`config.mk`:
```
export PLATFORM = sky130hd
export DESIGN_NAME = branch_resolver
export DESIGN_NICKNAME = d
export VERILOG_FILES = /design/src/rtl/branch_resolver.sv
export SDC_FILE = /design/constraint.sdc
export NUM_CORES = 1
export LEC_CHECK = 0
export ABC_AREA = 1
export CAP_MARGIN = 20
export CORE_UTILIZATION = 55
export DETAILED_ROUTE_END_ITERATION = 8
export PLACE_DENSITY = 0.93
export SLEW_MARGIN = 25
export SYNTH_ARGS = -nofsm -noshare
export SYNTH_HDL_FRONTEND = slang
export SYNTH_SLANG_ARGS = --single-unit
```
`constraint.sdc`:
```
create_clock -name clk -period 3.8 [get_ports clk]
set_clock_uncertainty 0.05 [all_clocks]
set_input_delay 0.38 -clock clk [delete_from_list [all_inputs] [get_ports clk]]
set_output_delay 0.38 -clock clk [all_outputs]
set_load 0.01 [all_outputs]
```
`src/rtl/branch_resolver.sv`:
```
// Branch resolver: compares two operands one CHUNK-wide slice per cycle,
// most significant slice first, then produces the taken decision and the
// resolved next PC through a valid/ready response handshake.
module branch_resolver #(
   parameter int WORDSIZE = 64,
   parameter int CHUNK    = 16
) (
   input  logic                clk,
   input  logic                rst_n,
   input  logic                flush,
   input  logic                req_valid,
   output logic                req_ready,
   input  logic [2:0]          req_funct3,
   input  logic [WORDSIZE-1:0] req_a,
   input  logic [WORDSIZE-1:0] req_b,
   input  logic [WORDSIZE-1:0] req_pc,
   input  logic [WORDSIZE-1:0] req_imm,
   output logic                resp_valid,
   input  logic                resp_ready,
   output logic                resp_taken,
   output logic [WORDSIZE-1:0] resp_next_pc,
   output logic                resp_illegal
);

   localparam int NCHUNK = WORDSIZE / CHUNK;
   localparam int IDXW   = (NCHUNK > 1) ? $clog2(NCHUNK) : 1;
   localparam logic [IDXW-1:0] LAST_IDX = IDXW'(NCHUNK - 1);

   typedef enum logic [1:0] {
      IDLE = 2'd0,
      CMP  = 2'd1,
      DONE = 2'd2
   } state_t;

   state_t              r_state;
   state_t              w_state_next;

   logic [2:0]          r_funct3;
   logic [WORDSIZE-1:0] r_a;
   logic [WORDSIZE-1:0] r_b;
   logic [WORDSIZE-1:0] r_pc;
   logic [WORDSIZE-1:0] r_imm;
   logic [IDXW-1:0]     r_idx;
   logic                r_gt;
   logic                r_lt;
   logic                r_taken;
   logic                r_illegal;
   logic [WORDSIZE-1:0] r_next_pc;

   logic [CHUNK-1:0]    w_slice_a;
   logic [CHUNK-1:0]    w_slice_b;
   logic                w_is_signed;
   logic                w_decided;
   logic                w_gt_next;
   logic                w_lt_next;
   logic                w_eq_final;
   logic                w_taken;
   logic                w_illegal;
   logic [WORDSIZE-1:0] w_next_pc;

   // Handshake outputs come straight from the state register.
   assign req_ready    = (r_state == IDLE);
   assign resp_valid   = (r_state == DONE);
   assign resp_taken   = r_taken;
   assign resp_illegal = r_illegal;
   assign resp_next_pc = r_next_pc;

   assign w_is_signed = (r_funct3 == 3'b100) || (r_funct3 == 3'b101);
   assign w_illegal   = (r_funct3 == 3'b010) || (r_funct3 == 3'b011);

   // Select the current slice of both operands; for signed compares the sign
   // bit of the top slice is flipped so an unsigned compare orders correctly.
   always_comb begin
      w_slice_a = '0;
      w_slice_b = '0;
      for (int k = 0; k < NCHUNK; k++) begin
         if (r_idx == IDXW'(k)) begin
            w_slice_a = r_a[WORDSIZE-1-k*CHUNK -: CHUNK];
            w_slice_b = r_b[WORDSIZE-1-k*CHUNK -: CHUNK];
         end
      end
      if (w_is_signed && (r_idx == '0)) begin
         w_slice_a[CHUNK-1] = ~w_slice_a[CHUNK-1];
         w_slice_b[CHUNK-1] = ~w_slice_b[CHUNK-1];
      end
   end

   // Only the first differing slice may set gt/lt; once decided the result
   // is frozen, and equality is simply "neither gt nor lt".
   always_comb begin
      w_decided  = r_gt | r_lt;
      w_gt_next  = r_gt | (!w_decided && (w_slice_a > w_slice_b));
      w_lt_next  = r_lt | (!w_decided && (w_slice_a < w_slice_b));
      w_eq_final = !(w_gt_next | w_lt_next);
   end

   // Map funct3 and the final comparison to the taken decision and next PC.
   always_comb begin
      w_taken = 1'b0;
      case (r_funct3)
         3'b000:  w_taken = w_eq_final;
         3'b001:  w_taken = !w_eq_final;
         3'b100:  w_taken = w_lt_next;
         3'b101:  w_taken = !w_lt_next;
         3'b110:  w_taken = w_lt_next;
         3'b111:  w_taken = !w_lt_next;
         default: w_taken = 1'b0;
      endcase
      w_next_pc = w_taken ? (r_pc + r_imm) : (r_pc + WORDSIZE'(4));
   end

   // State register; reset wins over flush, flush wins over everything else.
   always_ff @(posedge clk) begin
      if (!rst_n) begin
         r_state <= IDLE;
      end else begin
         r_state <= w_state_next;
      end
   end

   // Next-state logic: accept in IDLE, walk the slices in CMP, and hold the
   // result in DONE until the consumer takes it.
   always_comb begin
      w_state_next = r_state;
      case (r_state)
         IDLE: begin
            if (req_valid) begin
               w_state_next = CMP;
            end
         end
         CMP: begin
            if (r_idx == LAST_IDX) begin
               w_state_next = DONE;
            end
         end
         DONE: begin
            if (resp_ready) begin
               w_state_next = IDLE;
            end
         end
         default: w_state_next = IDLE;
      endcase
      if (flush) begin
         w_state_next = IDLE;
      end
   end

   // Datapath: latch the request, accumulate slice comparisons, and register
   // the response once on the last slice so it stays stable during backpressure.
   always_ff @(posedge clk) begin
      if (!rst_n) begin
         r_funct3  <= '0;
         r_a       <= '0;
         r_b       <= '0;
         r_pc      <= '0;
         r_imm     <= '0;
         r_idx     <= '0;
         r_gt      <= 1'b0;
         r_lt      <= 1'b0;
         r_taken   <= 1'b0;
         r_illegal <= 1'b0;
         r_next_pc <= '0;
      end else if (flush) begin
         r_idx <= '0;
         r_gt  <= 1'b0;
         r_lt  <= 1'b0;
      end else begin
         case (r_state)
            IDLE: begin
               if (req_valid) begin
                  r_funct3 <= req_funct3;
                  r_a      <= req_a;
                  r_b      <= req_b;
                  r_pc     <= req_pc;
                  r_imm    <= req_imm;
                  r_idx    <= '0;
                  r_gt     <= 1'b0;
                  r_lt     <= 1'b0;
               end
            end
            CMP: begin
               r_gt <= w_gt_next;
               r_lt <= w_lt_next;
               if (r_idx == LAST_IDX) begin
                  r_idx     <= '0;
                  r_taken   <= w_taken;
                  r_illegal <= w_illegal;
                  r_next_pc <= w_next_pc;
               end else begin
                  r_idx <= r_idx + 1'b1;
               end
            end
            default: begin
            end
         endcase
      end
   end

endmodule

```
==> impl_results.md, run 1 <==
- Post-Route WL: 83.7 mm
- CTS root buffer: clkbuf_16
- Vias: 24268
- Psw: 3.20 mW
- Chip height: 199 um
- Max_cap viols: 0
- Port bufs: 331
- Comb power frac: 0.236
- Synth Register Bits: 331
- Pwr per Cell Area: 372 nW/um2
- H-tree lvl count: 2
- Initial Utilization: 0.562
- Syn Inst Count: 3532
- CP max-delay cell: ha_1
- Largest family of logic cells by synthesized area: simple AND/OR/NAND/NOR gates
- Crit Path Class: reg2reg
- Proportion of synthesized area in mux cells: 0
- Routed length per instance: 19.4 um
- Largest net degree at the start of global routing: 197
- Slew margin rel.: 0.327
- Clock network power share: 0.370
- Crit share post-route: 0.940
- Core Rows: 71
- First-pass GRT wire length: 125 mm
- Sequence of cells on the critical path: inv_1 > ha_1 > buf_4 > a21oi_1 > o31ai_1 > o21ai_0 > xor2_1 > ha_1 > nand2_2 > inv_1 > a21oi_1 > nand2_1 > inv_1 > nand3_1 > nand2_1 > nand2_1 > nand2_4 > nand3_4 > buf_12 > nand3_1 > nand3_1 > nand2_1 > inv_1
- Most frequent cells in the layout: 835 x nand2_1, 707 x nor2_1, 433 x inv_1
- Clock sinks: 331
- Setup bufs post-CTS: 0
- Nets: 4135
- DRC: 0
- Xor and xnor area share after synthesis: 0.0354
- Hold EP: r_imm[51]
- Top delay family on crit path: simple AND/OR/NAND/NOR gates
- Final HPWL DP: 64.9 mm
- Sequential fraction of design power: 0.394
- Max frequency: 0.280 GHz
- 1st-pass router iterations: 7
- Int Pwr: 6.60 mW
- Placeable Area: 37900 um2
- Final worst slack: 0.228 ns
- Setup WS pre-CTS: 0.223 ns
- Total power: 9.80 mW
- Worst Reg-to-Reg Cells: 23
- CP Data Arrival Time: 3.98 ns
- Worst-Margin Slew: 1.00 ns
- Yosys warnings: 0
- Clock latency at the later pin of the worst-skew pair: 0.57 ns
- CP peak stage delay: 0.34 ns
- Yosys top cell by area: dfxtp_1
- Fin Setup TNS: 0 ns
- Hold Crit Depth: 3
- Io pins: 332
- Initial antenna violation count: 2
- Adder-cell share of the synthesized area: 0.0503
- Iteration-0 DRC Markers: 2489
- Yosys top cell area share: 0.311
- Global route overflow: 0
- DRT antenna net count: 0
- CTS max path bufs: 3
- Worst Path Max Fanout: 27
- Number of distinct library cells after synthesis: 39
- Vias in the first global route: 22598
- Top cells by area, synth: dfxtp_1 31%, nand2_1 15%, nor2_1 12%
- Lkg Pwr: 12.4 nW
- Placed cell areas: 25000 um2
- Minimum clock period: 3.57 ns
- Compound-Gate Fraction of Synth Area: 0.129
- Layout cells sized above 1: 0.0312
- Synth-to-Final Area Change: 23.6%
- CTS buffer count: 37
- Worst Path Required: 4.21 ns
- CP Launch Type: register
- Register area share after synthesis: 0.311
- Switch share: 0.326
- Worst reg2reg startpoint: r_idx[0]
- Hold Vio Cnt, Final: 0
- Finished Cell Area: 26300 um2
- FF-to-FF End: resp_next_pc[45]
- Worst vdd rail ir drop: 0.000317 V
- Hold Path Class: in2reg
- Clock transition at the registers of the reported paths: 0.06 ns
- Vias/cell: 5.61
- RSZ-0062 raised after global routing: no
- Syn_area_per_cell: 6.03 um2
- Flop2flop setup slack: 0.23 ns
- Min-delay src: rst_n
- Run status: finished, final reports clean
- Die area: 39500 um2
- Die extent in x: 199 um
- Routability cong.: 1.07
- Fin Hold WS: 0.325 ns
- All-Layer GR Usage: 0.417
- Buf/Inv on CP: 6
- # setup viols final: 0
- Fin. max-slew vios: 0
- CP endpoint kind: register
- Mapped cell area: 21300 um2
- Syn_nets: 3881
- Most common cell after layout, fill and taps aside: nand2_1
- Post-Synth Simple-Gate Area: 0.367
- CTS tree: yes
[metrics by stage]
stage / instances / utilization
after global placement: 4257 / 0.660
after detailed placement: 4257 / 0.660
after floorplan: 3532 / -
final: 4325 / 0.694
after global routing: 4324 / 0.694
after CTS: 4323 / 0.692
[state kept, by name (all words and copies together), names as in the netlist]
register,cells
resp_taken,1
r_state,2
r_pc,64
resp_illegal,1
r_gt,1
r_b,64
r_lt,1
resp_next_pc,64
r_idx,2
r_imm,64
r_a,64
r_funct3,3
[power groups by stage]
stage,combinational [mW],clock [mW],sequential [mW]
after floorplan,1.38,0,3.83
after global placement,2.10,0,3.91
after detailed placement,2.15,0,3.91
after CTS,2.17,3.64,3.84
after global routing,2.48,3.77,3.86
final,2.31,3.63,3.86
[cell families (layout without fill, tap and decap cells)]
| kind of cell | after synthesis | in the layout |
|---|---|---|
| adders and majority gates | 85 | 85 |
| xor gates and xnor gates | 86 | 86 |
| and+or+nand+nor | 1907 | 1907 |
| other | 0 | 1 |
| AOI/OAI and AO/OA | 532 | 532 |
| DFF | 331 | 331 |
| buffers and inverters | 591 | 872 |
[layer usage]
metal | part of all wire | track usage
met5 | 0.00023 | 0.00639
met4 | 0.056 | 0.227
met1 | 0.39 | 0.512
met2 | 0.44 | 0.672
met3 | 0.11 | 0.0977
[worst register-to-register path, delay by kind of cell (launching register included)]
family	cells	cell delay (ns)
buffers and inverters	6	0.73
XOR/XNOR	1	0.17
AO/OA/AOI/OAI	4	0.59
adder cells (fa/ha/maj)	2	0.54
flip-flops	1	0.33
AND/OR/NAND/NOR	10	1.06
[layout make-up]
| class | count | area (um2) |
|---|---|---|
| Clock buffer | 54 | 1090 |
| Tap cell | 511 | 639 |
| Sequential cell | 331 | 6630 |
| Clock inverter | 12 | 126 |
| Fill cell | 3363 | 11600 |
| Inverter | 436 | 1640 |
| Timing Repair Buffer | 370 | 3780 |
| Antenna cell | 1 | 2.50 |
| Multi-Input combinational cell | 2610 | 12400 |
[Yosys cell counts, drive strengths merged]
cell type  instances
nand2            839
nor2             712
inv              435
dfxtp            331
o21ai            304
a21oi            199
nand3            185
clkbuf           126
nand4             90
ha                84
xor2              78
nor3              58
buf               29
a22oi             13
o21bai            11
nand3b            10
xnor2              8
nor4               5
and2               3
and3               3
a211oi             2
clkinv             1
fa                 1
nor3b              1
o211a              1
o21a               1
o31ai              1
or2                1
[how the worst max path moves through the flow]
stage                   from               end  depth (start not counted)  slack (ns)
global placement    r_idx[0]   resp_next_pc[8]                         19        0.38
floorplan           r_idx[0]  resp_next_pc[25]                         22        0.66
global route        r_idx[0]  resp_next_pc[13]                         23       0.007
CTS                 r_idx[1]   resp_next_pc[1]                         22        0.19
detailed placement  r_idx[1]   resp_next_pc[1]                         22        0.22
finish              r_idx[0]  resp_next_pc[45]                         23        0.23
[what timing repair did]
item,CTS,global route
setup endpoints to repair,0,64
hold endpoints to repair,0,0
hold buffers,0,0
gates resized for setup,0,16
Note: power is estimated with default switching activity, not from simulation.
==> inputs of run 2 (changes only) <==
--- a/config.mk
+++ b/config.mk
@@ -10,6 +10,7 @@
 export CORE_UTILIZATION = 55
 export DETAILED_ROUTE_END_ITERATION = 8
 export PLACE_DENSITY = 0.93
+export RECOVER_POWER = 100
 export SLEW_MARGIN = 25
 export SYNTH_ARGS = -nofsm -noshare
 export SYNTH_HDL_FRONTEND = slang
==> run 2 against run 1 <==
Net effect: sequential share of layout area is 0.064 points higher; non-clock buffer count stayed put; critical path type unchanged; die area stayed put; critical endpoint is now resp_next_pc[9].
==> impl_results.md, run 2 (synthesized netlist as in run 1, its figures left out) <==
- Slew margin rel.: 0.0813 (was 0.327)
- Final worst slack: 0.210 ns (was 0.228 ns)
- Sequence of cells on the critical path: inv_1 > ha_1 > buf_4 > a21oi_1 > o31ai_1 > o21ai_0 > xor2_1 > ha_1 > nand2_2 > inv_1 > a21oi_1 > nand2_1 > inv_1 > nand3_1 > nand2_1 > nand2_1 > nand2_4 > nand3_4 > buf_6 > nand2_1 > nand2_1 > o21ai_0 > inv_1 (was inv_1 > ha_1 > buf_4 > a21oi_1 > o31ai_1 > o21ai_0 > xor2_1 > ha_1 > nand2_2 > inv_1 > a21oi_1 > nand2_1 > inv_1 > nand3_1 > nand2_1 > nand2_1 > nand2_4 > nand3_4 > buf_12 > nand3_1 > nand3_1 > nand2_1 > inv_1)
- Synth-to-Final Area Change: 23.3% (was 23.6%)
- Fin. max-slew vios: 0 (unchanged)
- Total power: 9.78 mW (was 9.80 mW)
- CP Launch Type: register (unchanged)
- Setup WS pre-CTS: 0.223 ns (unchanged)
- Clock latency at the later pin of the worst-skew pair: 0.57 ns (about the same)
- DRT antenna net count: 0 (unchanged)
- Top delay family on crit path: compound AO/OA/AOI/OAI gates (was simple AND/OR/NAND/NOR gates)
- CTS tree: yes (unchanged)
- Nets: 4135 (unchanged)
- Most frequent CP cell: nand2_1
- Max frequency: 0.279 GHz (was 0.280 GHz)
- CTS buffer count: 37 (unchanged)
- Pwr per Cell Area: 372 nW/um2 (about the same)
- Hold Vio Cnt, Final: 0 (unchanged)
- Worst Path Max Fanout: 22 (was 27)
- CP Data Arrival Time: 4.00 ns (was 3.98 ns)
- DRC: 0 (unchanged)
- Routed length per instance: 19.4 um (about the same)
- Minimum clock period: 3.59 ns (was 3.57 ns)
- CTS root buffer: clkbuf_16 (unchanged)
- Initial Utilization: 0.562 (unchanged)
- Die area: 39500 um2 (unchanged)
- Most frequent cells in the layout: 835 x nand2_1, 707 x nor2_1, 433 x inv_1 (unchanged)
- Worst Path Required: 4.21 ns (about the same)
- Die extent in x: 199 um (unchanged)
- Post-Route WL: 83.7 mm (about the same)
- Clock sinks: 331 (unchanged)
- Vias/cell: 5.61 (about the same)
- All-Layer GR Usage: 0.417 (unchanged)
- H-tree lvl count: 2 (unchanged)
- Lkg Pwr: 12.6 nW (was 12.4 nW)
- Placed cell areas: 25000 um2 (unchanged)
- Max_cap viols: 0 (unchanged)
- Setup bufs post-CTS: 0 (unchanged)
- Crit share post-route: 0.945 (was 0.940)
- Buf/Inv on CP: 6 (unchanged)
- Placeable Area: 37900 um2 (unchanged)
- Chip height: 199 um (unchanged)
- Final HPWL DP: 64.9 mm (unchanged)
- Clock transition at the registers of the reported paths: 0.06 ns (about the same)
- Most common cell after layout, fill and taps aside: nand2_1 (unchanged)
- Run status: finished, final reports clean (unchanged)
- Finished Cell Area: 26300 um2 (about the same)
- Global route overflow: 0 (unchanged)
- CP peak stage delay: 0.34 ns (about the same)
- Io pins: 332 (unchanged)
- Port bufs: 331 (unchanged)
- Fin Hold WS: 0.322 ns (was 0.325 ns)
- 1st-pass router iterations: 6 (was 7)
- Initial antenna violation count: 3 (was 2)
- Vias in the first global route: 22598 (unchanged)
- First-pass GRT wire length: 125 mm (unchanged)
- Worst vdd rail ir drop: 0.000319 V (was 0.000317 V)
- Core Rows: 71 (unchanged)
- Layout cells sized above 1: 0.0304 (was 0.0312)
- Hold Path Class: in2reg (unchanged)
- CP endpoint kind: register (unchanged)
- # setup viols final: 0 (unchanged)
- Worst-Margin Slew: 1.38 ns (was 1.00 ns)
- Routability cong.: 1.07 (unchanged)
- CTS max path bufs: 3 (unchanged)
- # hold bufs at CTS: 0 (unchanged)
- Crit Path Class: reg2reg (unchanged)
- Largest net degree at the start of global routing: 197 (unchanged)
- Vias: 24265 (was 24268)
- Iteration-0 DRC Markers: 2381 (was 2489)
- CP max-delay cell: ha_1 (unchanged)
-- run 2: changes by cell type in the layout (fill, tap and decap cells not counted), moves of 2 or more --
cell,delta
clkbuf_1,+3
clkdlybuf4s50_1,-68
clkbuf_2,+4
o21ai_1,-3
buf_12,-2
buf_4,-7
o21ai_0,+3
dlygate4sd3_1,+68
-- run 2: per-layer routing --
| metal | track usage | share of wire | up-vias |
|---|---|---|---|
| met5 | 0.00639 | 0.00041 | - |
| met4 | 0.227 | 0.058 | 4 |
| met3 | 0.0977 | 0.11 | 274 |
| met2 | 0.672 | 0.44 | 1307 |
| met1 | 0.512 | 0.39 | 10952 |
| li1 | - | - | 11728 |
-- run 2: timing repair --
action / in CTS / in global routing
hold endpoints to repair: 0 / 0
endpoints found under the setup margin: 0 / 64
gates resized for setup: 0 / 16
-- run 2: where the power goes --
part           switching (mW)  leakage [nW]  internal, mW  total (mW)
sequential              0.192          2.71          3.67        3.86
clock                    1.55         0.591          2.08        3.63
combinational            1.45          9.26         0.837        2.29
-- run 2: final timing paths --
kind | slack, ns | endpoint | cells past startpoint | start
worst min-delay path | 0.32 | r_imm[51] | 3 | rst_n
worst max register to register | 0.21 | resp_next_pc[9] | 23 | r_idx[0]
worst min register to register | 0.42 | resp_next_pc[62] | 2 | resp_next_pc[62]
worst max-delay path | 0.21 | resp_next_pc[9] | 23 | r_idx[0]
-- run 2: per-stage QoR --
stage | util | TNS (ns) | instances
4_1_cts | 0.692 | 0 | 4323
2_1_floorplan | - | 0 | 3532
5_1_grt | 0.692 | -0.00444 | 4324
3_3_place_gp | 0.660 | 0 | 4257
3_5_place_dp | 0.660 | 0 | 4257
6_report | 0.692 | 0 | 4325
-- run 2: worst register-to-register path: stages, from the launching register on --
cell and delay [ns]:
dfxtp_1 0.33, inv_1 0.13, ha_1 0.20, buf_4 0.24, a21oi_1 0.10, o31ai_1 0.20, o21ai_0 0.14, xor2_1 0.17
ha_1 0.34, nand2_2 0.12, inv_1 0.06, a21oi_1 0.15, nand2_1 0.10, inv_1 0.08, nand3_1 0.09, nand2_1 0.07
nand2_1 0.08, nand2_4 0.13, nand3_4 0.11, buf_6 0.19, nand2_1 0.08, nand2_1 0.04, o21ai_0 0.22, inv_1 0.07
-- run 2: layout make-up --
class / count / area (um2)
antenna: 1 / 2.50
clock buffer: 54 / 1090
clock inverter: 12 / 126
fill: 3376 / 11700
inverter: 436 / 1640
multi-input combinational: 2610 / 12400
sequential: 331 / 6630
tap: 511 / 639
timing repair buffer: 370 / 3720
